$ cat src/rtl/instr_fetch_ctrl.sv
// instr_fetch_ctrl
//   Owns the fetch PC and walks the instruction memory one word at a time
//   over a req/ack port. Fetched words (with their PC) are buffered in a
//   small prefetch FIFO for decode. A redirect flushes the FIFO and retargets
//   fetch; a misaligned redirect target raises a sticky fault and halts fetch
//   until reset.
//
// Ports
//   clk, rst_n         clock, asynchronous active-low reset
//   imem_addr/req      word request to instruction memory (addr 4-aligned)
//   imem_ack/rdata     request completion and returned word
//   instr/instr_pc     FIFO head word and its PC
//   instr_valid/ready  decode handshake (pop on valid & ready)
//   redirect/_pc       load new fetch PC and flush buffered words
//   fault              sticky misaligned-redirect flag
module instr_fetch_ctrl #(
    parameter int                       ADDRESS_WIDTH = 32,
    parameter int                       DATA_WIDTH    = 32,
    parameter int                       DEPTH         = 2,
    parameter logic [ADDRESS_WIDTH-1:0] RESET_PC      = '0
) (
    input  logic                     clk,
    input  logic                     rst_n,
    output logic [ADDRESS_WIDTH-1:0] imem_addr,
    output logic                     imem_req,
    input  logic                     imem_ack,
    input  logic [DATA_WIDTH-1:0]    imem_rdata,
    output logic [DATA_WIDTH-1:0]    instr,
    output logic [ADDRESS_WIDTH-1:0] instr_pc,
    output logic                     instr_valid,
    input  logic                     instr_ready,
    input  logic                     redirect,
    input  logic [ADDRESS_WIDTH-1:0] redirect_pc,
    output logic                     fault
);

    localparam int PTR_W = $clog2(DEPTH);
    localparam int CNT_W = $clog2(DEPTH + 1);
    localparam logic [CNT_W-1:0] FULL = CNT_W'(DEPTH);

    typedef enum logic [1:0] {RUN, FLUSH_WAIT, HALT_WAIT, HALT} state_t;

    typedef struct packed {
        logic [DATA_WIDTH-1:0]    instr;
        logic [ADDRESS_WIDTH-1:0] pc;
    } entry_t;

    state_t                   state, state_d;
    logic [ADDRESS_WIDTH-1:0] fetch_pc, fetch_pc_d;
    logic [ADDRESS_WIDTH-1:0] saved_pc, saved_pc_d;
    logic                     pending;
    logic                     req, ack;
    logic                     flush, push, pop, set_fault;

    entry_t                   fifo_mem [DEPTH];
    logic [PTR_W-1:0]         wr_ptr, rd_ptr;
    logic [CNT_W-1:0]         count;

    // Head outputs come from FIFO storage and count only; zero when empty.
    assign instr_valid = (count != '0);
    assign instr       = instr_valid ? fifo_mem[rd_ptr].instr : '0;
    assign instr_pc    = instr_valid ? fifo_mem[rd_ptr].pc    : '0;
    assign imem_addr   = fetch_pc;
    // Drop the request the moment reset asserts, outstanding or not.
    assign imem_req    = req & rst_n;

    always_ff @(posedge clk or negedge rst_n) begin
        if (!rst_n) state <= RUN;
        else        state <= state_d;
    end

    always_comb begin
        state_d    = state;
        fetch_pc_d = fetch_pc;
        saved_pc_d = saved_pc;
        flush      = 1'b0;
        push       = 1'b0;
        pop        = 1'b0;
        set_fault  = 1'b0;
        case (state)
            RUN:                   req = pending | (count < FULL);
            FLUSH_WAIT, HALT_WAIT: req = 1'b1;
            default:               req = 1'b0;
        endcase
        ack = req & imem_ack;

        if (redirect && (state == RUN || state == FLUSH_WAIT)) begin
            flush = 1'b1;
            if (redirect_pc[1:0] != 2'b00) begin
                set_fault = 1'b1;
                state_d   = (req && !imem_ack) ? HALT_WAIT : HALT;
            end else if (req && !imem_ack) begin
                // Request must stay stable until ack; park the target.
                saved_pc_d = redirect_pc;
                state_d    = FLUSH_WAIT;
            end else begin
                fetch_pc_d = redirect_pc;
                state_d    = RUN;
            end
        end else begin
            pop = instr_valid & instr_ready;
            case (state)
                RUN: begin
                    push = ack;
                    if (ack) fetch_pc_d = fetch_pc + ADDRESS_WIDTH'(4);
                end
                FLUSH_WAIT: begin
                    // Stale word is dropped; resume at the parked target.
                    if (ack) begin
                        fetch_pc_d = saved_pc;
                        state_d    = RUN;
                    end
                end
                HALT_WAIT: if (ack) state_d = HALT;
                default: ;
            endcase
        end
    end

    always_ff @(posedge clk or negedge rst_n) begin
        if (!rst_n) begin
            fetch_pc <= RESET_PC;
            saved_pc <= RESET_PC;
            pending  <= 1'b0;
            fault    <= 1'b0;
            count    <= '0;
            wr_ptr   <= '0;
            rd_ptr   <= '0;
        end else begin
            fetch_pc <= fetch_pc_d;
            saved_pc <= saved_pc_d;
            pending  <= req & ~imem_ack;
            if (set_fault) fault <= 1'b1;
            if (flush) begin
                count  <= '0;
                wr_ptr <= '0;
                rd_ptr <= '0;
            end else begin
                if (push) wr_ptr <= wr_ptr + 1'b1;
                if (pop)  rd_ptr <= rd_ptr + 1'b1;
                case ({push, pop})
                    2'b10:   count <= count + 1'b1;
                    2'b01:   count <= count - 1'b1;
                    default: ;
                endcase
            end
        end
    end

    // Payload storage needs no reset; reads are gated by instr_valid.
    always_ff @(posedge clk) begin
        if (push) fifo_mem[wr_ptr] <= {imem_rdata, fetch_pc};
    end

endmodule

$ cat config.mk
export PLATFORM = sky130hd
export DESIGN_NAME = instr_fetch_ctrl
export DESIGN_NICKNAME = d
export VERILOG_FILES = /design/src/rtl/instr_fetch_ctrl.sv
export SDC_FILE = /design/constraint.sdc
export NUM_CORES = 1
export LEC_CHECK = 0
export CAP_MARGIN = 20
export CORE_MARGIN = 4
export CORE_UTILIZATION = 49
export CTS_BUF_LIST = sky130_fd_sc_hd__clkbuf_8
export DETAILED_ROUTE_END_ITERATION = 12
export PLACE_DENSITY_LB_ADDON = 0.08
export SETUP_SLACK_MARGIN = 0.05
export SYNTH_ARGS = -nofsm -noshare
export SYNTH_HDL_FRONTEND = slang
export SYNTH_SLANG_ARGS = --single-unit
$ cat constraint.sdc
create_clock -name clk -period 4.95 [get_ports clk]
set_input_delay 0.7425 -clock clk [delete_from_list [all_inputs] [get_ports clk]]
set_output_delay 0.7425 -clock clk [all_outputs]
set_load 0.05 [all_outputs]
* Word level (Yosys, flattened, before mapping)
Memories as Yosys holds them, arrays and structs flattened. Index checks and enable logic that the tools add are counted.
Word-level totals: flip-flop bits (word level) 72, RAM bits 128, input bits 69, logic and storage cells 77, memories 1
Operators by class: add/sub/neg operators 5, magnitude comparators 1, equality and inequality tests 9, muxes and demuxes 30, bitwise gates (word level) 7, reduce and logical (&&, ||, !) cells 16
Memory list:
- fifo_mem | words 2, bits a word 64, read ports 1, clocked after memory_dff 0, wr ports 1, RTL line 55 | entry_t fifo_mem [DEPTH];
Operators by type and width (count):
- 32-bit 2-to-1 mux | 7
- 32-bit one-hot mux with 2 select lines | 1
- 32-bit by 3-bit adder with 32-bit output (second input constant) | 1
- 1-bit 2-to-1 mux | 14
- 2-bit 2-to-1 mux | 5
- 3-bit nonzero test | 3
- 2-bit one-hot mux with 2 select lines | 2
- 2-bit nonzero test | 4
- 3-bit by 2-bit != test with 1-bit output (second input constant) | 2
- 3-bit AND reduction | 2
- 5-bit AND reduction | 1
- 1-bit AND | 4
- 2-bit by 1-bit equality test with 1-bit output (second input constant) | 2
- 2-bit equality test (second input constant) | 2
- 2-bit != test (second input constant) | 2
- 3-bit != test (second input constant) | 1
- 1-bit adder (second input constant) | 2
- 2-bit by 1-bit adder with 2-bit output (second input constant) | 1
- 1-bit logical AND | 2
- 2-bit logical NOT | 1
- 2-bit less-than comparator (second input constant) | 1
- 1-bit NOT | 2
- 1-bit one-hot mux with 2 select lines | 1
- 2-bit OR reduction | 1
- 4 further kinds | 4

* Depth between registers and ports, before layout
Gate-level depths: netlist of the first run.
word-level depth 9, gate-level depth with buffers 9, mapped depth without buffers 7

* Worst setup path after synthesis of the first run
OpenSTA, ideal clock, no wires.
path kind input to register, start in redirect, end mem fifo_mem[0][0] in the netlist's numbering, enable pin, library setup time 0.486 ns, data arrival time 4.435 ns, path slack 0.029 ns, stages on the path 5, buffers on the path 2, cells stage by stage buf_2 > nor4_1 > clkbuf_1 > nand2_1 > nor2_1
Between the ends: word-level cells in the longest chain between the ends 4
Ends and longest elaborated chain:
- start, declared | RTL line 32 | input logic redirect,
- 1-bit logical AND | RTL line 87 | if (redirect && (state == RUN || state == FLUSH_WAIT)) begin
- 1-bit 2-to-1 mux | RTL line 87
- 1-bit 2-to-1 mux | RTL line 152 | if (push) fifo_mem[wr_ptr] <= {imem_rdata, fetch_pc};
- 1-bit 2-to-1 mux (not written as such) | RTL line 152
- end, declared | RTL line 55
Every way passes these cells.

* Final worst setup path of the first run
start reg count[1], end out instr_valid
Between the ends: word-level cells in the longest chain between the ends 1
Ends and longest elaborated chain:
- start, declared | RTL line 57 | logic [CNT_W-1:0] count;
- start signal, assigned | RTL line 142 | 2'b10: count <= count + 1'b1;
- start signal, assigned | RTL line 143 | 2'b01: count <= count - 1'b1;
- 2-bit nonzero test | RTL line 60 | assign instr_valid = (count != '0);
- end, declared | RTL line 30 | output logic instr_valid,
Every way passes these cells.

==> impl_metrics.ini, run 1 <==
[setup_path]
critPathSlowestCell = clkdlybuf4s50_1
r2r_slack_ps = 1670
end_kind = output port
path_delay_family = buffers and inverters
r2r_end = imem_addr[26]$_DFFE_PN0P_
r2r_start = state[1]$_DFFE_PN0P_
cp-start-kind = register
path_buf_inv = 3
path_cells = nor2_4 > buf_4 > inv_1 > clkdlybuf4s50_1
cp.arrival_ps = 2940
path_max_fanout = 33
max_stage_delay_ps = 720
worst-setup-path-type = register to output port
reg2reg_depth = 7
required_ps = 4210

[synth]
synth_commonest_cells = edfxtp_1 (128), nor2_1 (90), dfrtp_1 (72), mux2i_1 (71), nand2_1 (47)
synth_most_common_cell = edfxtp_1
syn_nets = 779
synth_flop_cell = edfxtp_1
yosysTopAreaCellShare = 0.432
synth_area_leaders = edfxtp_1 (43%), dfrtp_1 (20%), mux2i_1 (8.0%), mux2_2 (3.9%), nor2_1 (3.8%)
synth_cells = 705
synth_area_um2 = 8890
ys_warn_count = 0
avgSynthCellArea_um2 = 12.6
ys_types = 55
yosys_register_bits = 200
synth_enable_flop_cells = 128
ys_seq_area_frac = 0.635
async_flop_share = 0.360
synth.largest_area_cell = edfxtp_1

[drt]
viasPerCell = 5.55
initialDrtViolationCount = 336
ant_nets = 0
vias = 6113
firstDrtPassIters = 5
post_drt_wl_per_cell_um = 18.6
routed_wl_um = 20500
drc = 0

[power_and_ir_drop]
peakVddDrop_v = 0.000360
swShare = 0.423
power_density_nw_per_um2 = 542
p_seq_frac = 0.427
p_leak_uw = 0.00397
comb_power_share = 0.418
switchingPower_uw = 2560
clock_power_share = 0.154
cell_internal_pwr_uw = 3490

[clock_network]
ctsHoldBuffers = 0
post_cts_buffers = 0
clk_path_buf_depth = 2
cts_buffers = 17
clkTransAtPathRegs_ps = 100
clockRootBuffer = clkbuf_8
post_cts_resized = 0
clock-sinks = 200
htreeDepth = 4
cts_tree = yes
clk_latency_ps = 470

[floorplanning]
rows = 48
die_area_um2 = 20400
core_area_um2 = 17500
die_h_um = 143
fp.dieW_um = 143
start_util = 0.507
ios = 168

[timing]
period_share = 0.744
rsz0062_at_grt = no
tns_ps = 0
hold_viol_final = 0
finalSetupViolCount = 0
slew_headroom = 0.374
fin_hold_ws_ps = 486
finClkSkew_ps = 10.1
max_freq_mhz = 271
tightest_slew_ps = 939
fin_crit_ps = 3680
report.final.slew_viol_count = 0

[final_layout]
drive_above_1_share = 0.0992
synthToLayoutAreaGrowth_pct = 25.6
multiInputGateArea_um2 = 3070
antennaDiodeCount = 0
fillerInstances = 1347
seq_area_um2 = 5650
final_nets = 938
final_core_util = 0.636

[grt]
grt_pass1_wl_um = 32200
grt_antenna_before_repair = 0
grt_overflow = 0
first_global_vias = 6113
grt_max_degree = 73
gr-usage-all-layers = 0.203

[min_path]
hold_start = fault$_DFFE_PN0P_
hold_class = register to register
holdPathStages = 1
worstHoldEndpoint = fault$_DFFE_PN0P_

[place]
dp_hpwl_um = 13800
gp_congestion = 0.872
port_buffers = 167

[run_status]
status = finished, final reports clean

[run]
drv_cap = 0
==> placed cells by master, fill, tap and decap left out, types with 6 or more instances in the layout <==
master	n
and2_1	7
clkdlybuf4s50_1	166
xnor2_1	9
nor3_1	14
nand3_1	22
inv_1	12
clkbuf_8	17
edfxtp_1	128
o21ai_0	27
nand2_1	47
buf_4	11
dfrtp_1	71
nor4_1	7
xor2_1	9
a21oi_1	26
o211ai_1	6
mux2i_1	70
mux2_2	31
and3_1	8
o21bai_1	9
nor2_1	88
==> sequential cells by signal, indices dropped and copies added, names as in the netlist <==
signal     flops
count          2
fault          1
fifo_mem     128
imem_addr     32
pending        1
rd_ptr         1
saved_pc      32
state          2
wr_ptr         1
==> logic make-up after synthesis <==
family,Yosys count,synth area share
multiplexers,102,0.119
flip-flops,200,0.635
adder cells (fa/ha/maj),5,0.00704
AND/OR/NAND/NOR,223,0.118
buffers and inverters,50,0.0225
AO/OA/AOI/OAI,107,0.0802
XOR/XNOR,18,0.0177
==> power by group through the flow <==
stage	Sequential [uW]	Combinational (uW)	Clock [uW]
2_1_floorplan	2810	1470	0
3_3_place_gp	2600	2490	0
3_5_place_dp	2620	2540	0
4_1_cts	2590	2550	957
5_1_grt	2640	2710	1040
6_report	2590	2530	935
==> stage by stage <==
step | std cells | area [um2] | worst slack (ps) | total power (uW)
4_1_cts | 1102 | 11200 | 1150 | 6090
3_3_place_gp | 1070 | 10800 | 1600 | 5090
3_5_place_dp | 1070 | 10800 | 1500 | 5170
2_1_floorplan | 705 | 8890 | 1100 | 4290
5_1_grt | 1102 | 11200 | 1050 | 6390
6_report | 1102 | 11200 | 1270 | 6050
==> final cells by class <==
class | instances | area share
tap | 225 | 0.0252
multi-input combinational | 455 | 0.275
clock inverter | 15 | 0.0107
timing repair buffer | 179 | 0.159
inverter | 11 | 0.00370
sequential | 200 | 0.506
clock buffer | 17 | 0.0210
==> how the worst max path moves through the flow <==
stage | from | endpoint | slack [ps] | cells past startpoint
global placement | imem_ack | fifo_mem[0][25]$_DFFE_PP_ | 1600 | 7
floorplan | redirect | fifo_mem[0][0]$_DFFE_PP_ | 1100 | 5
CTS | count[1]$_DFFE_PN0P_ | instr_valid | 1150 | 4
detailed placement | imem_ack | fifo_mem[0][25]$_DFFE_PP_ | 1500 | 7
global route | count[1]$_DFFE_PN0P_ | instr_valid | 1050 | 4
finish | count[1]$_DFFE_PN0P_ | instr_valid | 1270 | 4
==> metal layers <==
metal | vias up | GRT usage | part of all wire
li1 | 2897 | - | -
met1 | 2986 | 0.270 | 0.43
met2 | 198 | 0.335 | 0.49
met3 | 32 | 0.0429 | 0.068
met4 | 0 | 0.0675 | 0.017
met5 | - | 0 | 0
(Power assumes the default switching activity.)
==> inputs of run 2 (changes only) <==
==> constraint.sdc (replaced) <==
create_clock -name clk -period 3.3 [get_ports clk]
set_input_delay 0.495 -clock clk [delete_from_list [all_inputs] [get_ports clk]]
set_output_delay 0.495 -clock clk [all_outputs]
set_load 0.05 [all_outputs]
==> run 2 against run 1 <==
Final area increased by 1.2%. Cell count increased by 0.54%. Clock power increased by 68%. Largest power group is now combinational logic.
==> impl_metrics.ini, run 2 (synthesized netlist as in run 1, its figures left out) <==
[final_layout]
multiInputGateArea_um2 = 3070
layout_commonest_cell = clkdlybuf4s50_1
largest_reg_flops = 128
drive_above_1_share = 0.109
fillerInstances = 1314
largest_register = fifo_mem
mostFrequentLayoutCells = clkdlybuf4s50_1 (165), edfxtp_1 (128), nor2_1 (88)
final_nets = 944
synthToLayoutAreaGrowth_pct = 27.1
antennaDiodeCount = 0
seq_area_um2 = 5650

[setup_path]
required_ps = 2800
cp.arrival_ps = 2570
reg2reg_depth = 8
critPathSlowestCell = clkdlybuf4s50_1
r2r_end = imem_addr[30]$_DFFE_PN0P_
end_kind = output port
worst-setup-path-type = register to output port
cp-start-kind = register
path_max_fanout = 24
r2r_start = state[1]$_DFFE_PN0P_
path_cells = nor2_4 > buf_4 > nor2_1 > clkdlybuf4s50_1
max_stage_delay_ps = 720
r2r_slack_ps = 270

[floorplanning]
core_area_um2 = 17500
die_area_um2 = 20400
rows = 48
fp.dieW_um = 143
die_h_um = 143
ios = 168
start_util = 0.507

[grt]
grt_overflow = 0
first_global_vias = 6259
grt_pass1_wl_um = 33400
gr-usage-all-layers = 0.210
grt_antenna_before_repair = 0
grt_max_degree = 65

[place]
gp_congestion = 0.839
port_buffers = 167
dp_slack_ps = 310
dp_hpwl_um = 14100

[drt]
firstDrtPassIters = 5
post_drt_wl_per_cell_um = 19.0
initialDrtViolationCount = 384
routed_wl_um = 21100
vias = 6249
ant_nets = 0
viasPerCell = 5.64
drc = 0

[timing]
rsz0062_at_grt = no
max_freq_mhz = 326
finalSetupViolCount = 0
fin_hold_ws_ps = 20.0
tightest_slew_ps = 824
report.final.slew_viol_count = 0
slew_headroom = 0.440
hold_viol_final = 0
fin_crit_ps = 3060
fin_ws_ps = 236
finClkSkew_ps = 10.7
period_share = 0.928
tns_ps = 0

[run_status]
status = finished, final reports clean

[clock_network]
cts_buffers = 17
htreeDepth = 4
ctsHoldBuffers = 0
clkTransAtPathRegs_ps = 100
clock-sinks = 200
clk_latency_ps = 470
post_cts_buffers = 0
post_cts_resized = 0
cts_tree = yes
clockRootBuffer = clkbuf_8
clk_path_buf_depth = 2

[power_and_ir_drop]
peakVddDrop_v = 0.000435
p_leak_uw = 0.00402
power_density_nw_per_um2 = 827

[min_path]
hold_class = input pin to asynchronous set/reset pin

[run]
drv_cap = 0
[run 2: cell types whose count changed in the layout (fill, tap and decap cells not counted)]
cell and change:
buf_12 +4, buf_4 +3, clkinv_4 -3, clkinvlp_4 +3, bufinv_16 +2, clkdlybuf4s50_1 -1, clkinv_1 -1, inv_1 -1
inv_6 +1, inv_8 -1
[run 2: per-layer routing]
metal	track usage	up-vias	wire length [um]
li1	-	2909	-
met1	0.289	3094	9310
met2	0.337	216	10100
met3	0.0459	30	1350
met4	0.0665	0	357
met5	0	-	0
[run 2: per-stage QoR]
stage                      util  total power (uW)  area, um2  instances
after global placement    0.622              7710      10900       1076
after floorplan               -              6430       8900        705
after global routing      0.644              9850      11300       1108
after CTS                 0.644              9400      11300       1108
final                     0.644              9340      11300       1108
after detailed placement  0.622              7820      10900       1076
[run 2: cell type report]
type                       count  share of cell area
sequential                   200               0.500
multi-input combinational    455               0.271
timing repair buffer         185               0.165
tap                          225              0.0249
clock buffer                  17              0.0207
clock inverter                15              0.0146
inverter                      11             0.00365
[run 2: worst max path at each step]
| stage | from | to | slack (ps) | cells past startpoint |
|---|---|---|---|---|
| 3_5_place_dp | redirect | imem_addr[25]$_DFFE_PN0P_ | 310 | 6 |
| 5_1_grt | state[1]$_DFFE_PN0P_ | imem_addr[29]$_DFFE_PN0P_ | 80 | 8 |
| 4_1_cts | count[1]$_DFFE_PN0P_ | instr[27] | 180 | 4 |
| 2_1_floorplan | state[0]$_DFFE_PN0P_ | fifo_mem[0][0]$_DFFE_PP_ | 210 | 8 |
| 6_report | count[1]$_DFFE_PN0P_ | instr[27] | 240 | 4 |
| 3_3_place_gp | redirect | imem_addr[25]$_DFFE_PN0P_ | 510 | 6 |
[run 2: power breakdown]
group          switching [uW]  leakage (uW)  internal, uW  total, uW
clock network             883      0.000191           689       1570
logic                    2460       0.00176          1520       3980
registers                 559       0.00207          3230       3790
total                    3900       0.00402          5440       9340
[run 2: worst max-delay path, delay by kind of cell, from the launching register on]
family,cells,cell delay (ps)
buffers and inverters,2,1090
and+or+nand+nor,2,520
DFF,1,480
